**src/rtl/seq_mult_ctrl_pkg.sv**
```systemverilog
// rtl/seq_mult_ctrl_pkg.sv - shared constants and helpers for the sequential multiplier
package seq_mult_ctrl_pkg;

  localparam int DEFAULT_WIDTH = 8;
  localparam int DEFAULT_TRUNC = 0;

  localparam logic [1:0] S_IDLE = 2'd0;
  localparam logic [1:0] S_RUN  = 2'd1;
  localparam logic [1:0] S_DONE = 2'd2;

  // Bits needed to count 0..value-1; never below 1 so counters stay legal.
  function automatic int clog2(input int value);
    int bits;
    bits = 0;
    for (int v = value - 1; v > 0; v = v >> 1) begin
      bits = bits + 1;
    end
    if (bits < 1) begin
      bits = 1;
    end
    return bits;
  endfunction

endpackage

```
**src/rtl/full_adder.sv**
```systemverilog
// rtl/full_adder.sv - single-bit full adder cell
module full_adder (
  input  logic a,
  input  logic b,
  input  logic ci,
  output logic s,
  output logic co
);

  assign s  = a ^ b ^ ci;
  assign co = (a & b) | (ci & (a ^ b));

endmodule

```
**src/rtl/half_adder.sv**
```systemverilog
// rtl/half_adder.sv - single-bit half adder cell
module half_adder (
  input  logic a,
  input  logic b,
  output logic s,
  output logic c
);

  assign s = a ^ b;
  assign c = a & b;

endmodule

```
**src/rtl/rca_adder.sv**
```systemverilog
// rtl/rca_adder.sv - combinational ripple-carry adder, HA at bit 0 and FA cells above
module rca_adder #(
  parameter int WIDTH = 8
) (
  input  logic [WIDTH-1:0] x,
  input  logic [WIDTH-1:0] y,
  output logic [WIDTH-1:0] s,
  output logic             co
);

  logic [WIDTH-1:0] carry;

  half_adder u_ha (
    .a (x[0]),
    .b (y[0]),
    .s (s[0]),
    .c (carry[0])
  );

  for (genvar i = 1; i < WIDTH; i++) begin : g_fa
    full_adder u_fa (
      .a  (x[i]),
      .b  (y[i]),
      .ci (carry[i-1]),
      .s  (s[i]),
      .co (carry[i])
    );
  end

  assign co = carry[WIDTH-1];

endmodule

```
**src/rtl/seq_mult_ctrl.sv**
```systemverilog
// rtl/seq_mult_ctrl.sv - shift-and-add multiplier sequencer with valid/ready handshakes
module seq_mult_ctrl
  import seq_mult_ctrl_pkg::*;
#(
  parameter int WIDTH = DEFAULT_WIDTH,
  parameter int TRUNC = DEFAULT_TRUNC
) (
  input  logic                 clk,
  input  logic                 rst_n,
  input  logic                 in_valid,
  output logic                 in_ready,
  input  logic [WIDTH-1:0]     a,
  input  logic [WIDTH-1:0]     b,
  output logic                 out_valid,
  input  logic                 out_ready,
  output logic [2*WIDTH-1:0]   p
);

  localparam int CW = clog2(WIDTH);
  localparam logic [CW-1:0] LAST = CW'(WIDTH - 1);
  // Low TRUNC bits cleared for the approximate mode; all ones when TRUNC is 0.
  localparam logic [2*WIDTH-1:0] KEEP_MASK = {2*WIDTH{1'b1}} << TRUNC;

  logic [1:0]         state;
  logic [WIDTH-1:0]   mcand;
  logic [WIDTH-1:0]   acc_hi;
  logic [WIDTH-1:0]   mq;
  logic [WIDTH-1:0]   addend;
  logic [WIDTH-1:0]   sum;
  logic               cout;
  logic [CW-1:0]      cnt;
  logic [2*WIDTH-1:0] prod;
  logic [2*WIDTH-1:0] shifted;

  assign addend = mq[0] ? mcand : '0;

  rca_adder #(.WIDTH(WIDTH)) u_adder (
    .x  (acc_hi),
    .y  (addend),
    .s  (sum),
    .co (cout)
  );

  // Carry-out enters at the top so the full product fits in 2*WIDTH bits.
  assign shifted   = {cout, sum, mq[WIDTH-1:1]};
  assign in_ready  = (state == S_IDLE);
  assign out_valid = (state == S_DONE);
  assign p         = prod;

  always_ff @(posedge clk) begin
    if (!rst_n) begin
      state  <= S_IDLE;
      mcand  <= '0;
      acc_hi <= '0;
      mq     <= '0;
      cnt    <= '0;
      prod   <= '0;
    end else begin
      case (state)
        S_IDLE: begin
          if (in_valid) begin
            mcand  <= a;
            mq     <= b;
            acc_hi <= '0;
            cnt    <= '0;
            state  <= S_RUN;
          end
        end
        S_RUN: begin
          acc_hi <= shifted[2*WIDTH-1:WIDTH];
          mq     <= shifted[WIDTH-1:0];
          if (cnt == LAST) begin
            prod  <= shifted & KEEP_MASK;
            state <= S_DONE;
          end else begin
            cnt <= cnt + CW'(1);
          end
        end
        S_DONE: begin
          if (out_ready) begin
            state <= S_IDLE;
          end
        end
        default: state <= S_IDLE;
      endcase
    end
  end

endmodule
```
**config.mk**
```make
export PLATFORM = sky130hd
export DESIGN_NAME = seq_mult_ctrl
export DESIGN_NICKNAME = d
export VERILOG_FILES = /design/src/rtl/seq_mult_ctrl_pkg.sv /design/src/rtl/full_adder.sv /design/src/rtl/half_adder.sv /design/src/rtl/rca_adder.sv /design/src/rtl/seq_mult_ctrl.sv
export SDC_FILE = /design/constraint.sdc
export NUM_CORES = 1
export LEC_CHECK = 0
export BUFFER_PORTS_ARGS = -buffer_cell sky130_fd_sc_hd__buf_2
export CAP_MARGIN = 20
export CORE_ASPECT_RATIO = 1.1
export CORE_MARGIN = 10
export CORE_UTILIZATION = 50
export CTS_CLUSTER_DIAMETER = 50
export DETAILED_ROUTE_END_ITERATION = 8
export GPL_ROUTABILITY_DRIVEN = 1
export PLACE_DENSITY = 0.85
export SETUP_SLACK_MARGIN = 0.15
export SLEW_MARGIN = 20
export SYNTH_ARGS = -nofsm -noshare
export SYNTH_HDL_FRONTEND = slang
export SYNTH_SLANG_ARGS = --single-unit
```
**constraint.sdc**
```tcl
create_clock -name clk -period 5.7 [get_ports clk]
set_input_delay 0 -clock clk [delete_from_list [all_inputs] [get_ports clk]]
set_output_delay 0 -clock clk [all_outputs]
set_load 0.05 [all_outputs]
```
==> summary.md <==
| Metric | Value |
|---|---|
| Outcome | completed |
| FF/Latch Area | 901 sq um |
| R2R setup slack | 1.69 ns |
| Initial drt markers | 116 |
| Worst setup startpoint | mq[0]$_SDFFE_PN0P_ |
| Ys Warns | 0 |
| Final period util | 70.3% |
| Root Buffer | clkbuf_8 |
| Multi-input gate area | 996 sq um |
| Clock Sink Count | 45 |
| H-tree Lvls | 2 |
| Worst slew margin | 27.7% |
| CP most frequent cell | fa_1 |
| Via density | 5.11 |
| Maximum clock frequency | 0.249 GHz |
| ANT cells | 0 |
| Fin Clk Skew | 0.00892 ns |
| Mapped Cells | 234 |
| Slowest cell on the critical path | fa_1 |
| Global-route wire length before repair | 7220 um |
| Via count | 1675 |
| Final hold vios | 0 |
| Drt first pass iters | 5 |
| Setup TNS | 0 ns |
| Placed insts | 305 |
| Die height | 86.8 um |
| Chip Width | 80.7 um |
| # setup viols final | 0 |
| Worst Path Class, Setup | reg2reg |
| Grt ovf | 0 |
| Yosys cell types | 31 |
| Syn avg cell area | 8.67 sq um |
| # IOs | 38 |
| Reg2Reg Depth | 12 |
| WL/cell | 13.2 um |
| Hold Path Class | in2reg |
| Leak | 1.04 nW |
| Crit-path max cell delay | 0.53 ns |
| Sequential share of the synthesized area | 44.4% |
| GRT Util Overall | 12.6% |
| Worst vdd ir | 0.157 mV |
| Power per cell area | 251 mW/mm^2 |
| Placer Congestion | 0.755 |
| Fillers | 341 |
| CP Capture Type | register |
| Worst Path Buf+Inv | 1 |
| Hold wc startpoint | out_ready |
| Hpwl dp | 3020 um |
| Hold Path Stages | 3 |
| Tmin final | 4.01 ns |
| Mapped Nets | 264 |
| Core box area | 0.00393 sq mm |
| Insertion delay to the later sink of the worst-skew pair | 0.29 ns |
| Die area | 0.00701 sq mm |
| Port Buf Inserts | 37 |
| RSZ-0062 raised after global routing | false |
| Worst R2R End | acc_hi[6]$_SDFFE_PN0P_ |
| Metal-1 WL | 1820 um |
| CP Data Required Time | 5.89 ns |
| CP delay by family, top | adder cells |
| Startpoint Class | register |
| Slew @ Worst Pin | 1.08 ns |
| Crit Reg-Reg Startpoint | mq[0]$_SDFFE_PN0P_ |
| Clock transition at the registers of the reported paths | 0.08 ns |
| Routed met3 length | 207 um |
| Yosys reg bits | 45 |
| DR top layer | met4 |
| TritonCTS clock tree | yes |
| Mapped Area | 0.00203 sq mm |
| Initial cell density of the core | 51.6% |
| CP cell instances | and2_1, ha_1, inv_1, fa_1, fa_1, fa_1, fa_1, fa_1, fa_1, fa_1, nor2_1, o21a_1 |
| Largest net degree at the start of global routing | 49 |
| Slew Viols, Final | 0 |
| Vias in the first global route | 1612 |
| Area delta synth->final | 20.5% |
| Post-cts repair resize count | 0 |
| Post-Layout Cell Count | 328 |
| Hold path endpoint | state[1]$_SDFFE_PN0P_ |
| Final WL | 4320 um |
| Initial antenna violation count | 0 |
| Post-layout net count | 306 |
| MaxCap Viol Count | 0 |
| Arrival @ worst endpoint | 4.20 ns |
| DRC Markers | 0 |
| CTS Buf Count | 5 |
| CP max FO | 9 |
| Met2 wire length | 2230 um |
| Cell Rows | 24 |
| Post-route ant nets | 0 |
| Max Root-Sink Buffers | 2 |
| Fraction of layout instances using a drive strength above 1 | 16.7% |
## cell type report
type,instances,share of cell area (%)
multi-input cells,162,40.7
well taps,52,2.66
inverters,9,1.38
clock buffers,5,2.81
repair buffers,53,14.1
clock inverters,2,1.43
flip-flops and latches,45,36.8
## placed cells by master (no fill, tap or decap), drive strengths merged, types with 9 or more instances in the layout
master       synthesis  final
dfxtp               45     45
buf                 11     37
o21ai                9      9
dlygate4sd3          0     16
nor2                 9      9
nand2               69     69
inv                  9      9
o21a                 9      9
a21boi              16     16
## synthesized netlist by cell type
cell       n  area (sq um)
and3b_1    1          8.76
nand2b_1   2          12.5
and2_1     1          6.26
a31oi_1    8          50.1
clkbuf_2   1          5.00
nor3_1     7          35.0
o211a_1    8          80.1
nand2_1   69           259
fa_1       7           140
o21a_1     9          67.6
or3b_1     1          8.76
a21boi_1   2          15.0
buf_6      2          22.5
nor2b_1    3          18.8
o21ba_2    1          10.0
buf_2      8          40.0
nor3b_2    1          12.5
nor2_1     9          33.8
clkbuf_1   6          22.5
buf_4      1          7.51
and3_1     1          6.26
a21boi_0  14           105
dfxtp_1   45           901
nor3b_1    1          7.51
inv_1      9          33.8
nand3b_1   1          7.51
ha_1       3          37.5
o22ai_1    3          18.8
mux2i_1    1          10.0
o21ai_0    8          40.0
o21ai_1    1          5.00
## routing by layer
layer / track usage, % / vias up
met1: 14.3 / 781
met4: 5.04 / 0
met5: 0 / -
li1: - / 853
met3: 3.31 / 6
met2: 21.7 / 35
## state kept, by name, summed over array words and instances, names as in the netlist
signal and count:
p 16, acc_hi 8, mcand 8, mq 8, cnt 3, state 2
## through the flow
stage	setup slack (ns)	hold slack, ns	instance area (sq um)	utilization (%)	power (W)
after global placement	1.80	0.242	2180	55.4	0.000384
after detailed placement	1.69	0.246	2180	55.4	0.000386
after global routing	1.54	0.0132	2440	62.2	0.000642
after floorplan	1.78	0.135	2030	-	0.000373
final	1.69	0.0190	2440	62.2	0.000615
after CTS	1.69	0.0123	2440	62.2	0.000620
## worst register-to-register path, cell delays in order, from the launching register on
cell	delay (ns)
dfxtp_1	0.46
and2_1	0.17
ha_1	0.13
inv_1	0.04
fa_1	0.37
fa_1	0.38
fa_1	0.38
fa_1	0.39
fa_1	0.39
fa_1	0.39
fa_1	0.53
nor2_1	0.07
o21a_1	0.22
## cells by family after synthesis
logic type,Yosys count,synth area share [%]
mux,1,0.494
compound gates,54,19.3
fa+ha+maj,10,8.76
flops,45,44.4
simple gates,97,20.5
buf+inv,27,6.48
## worst max path at each step
stage	end	slack, ns	depth (start not counted)
after detailed placement	acc_hi[6]$_SDFFE_PN0P_	1.69	12
final	acc_hi[6]$_SDFFE_PN0P_	1.69	12
after floorplan	acc_hi[6]$_SDFFE_PN0P_	1.78	13
after global routing	acc_hi[6]$_SDFFE_PN0P_	1.54	12
after CTS	acc_hi[6]$_SDFFE_PN0P_	1.69	12
after global placement	acc_hi[6]$_SDFFE_PN0P_	1.80	12
## report_power, final
group          total [W]  internal [W]  leakage, nW  switching (W)
combinational  0.0000552     0.0000249        0.623      0.0000303
sequential      0.000332      0.000324        0.366     0.00000830
clock           0.000227      0.000127       0.0540      0.0000997
## timing repair
action,in CTS,in global routing
hold buffers,16,0
setup buffers,0,0
hold endpoints to repair,16,0
(Power assumes the default switching activity.)
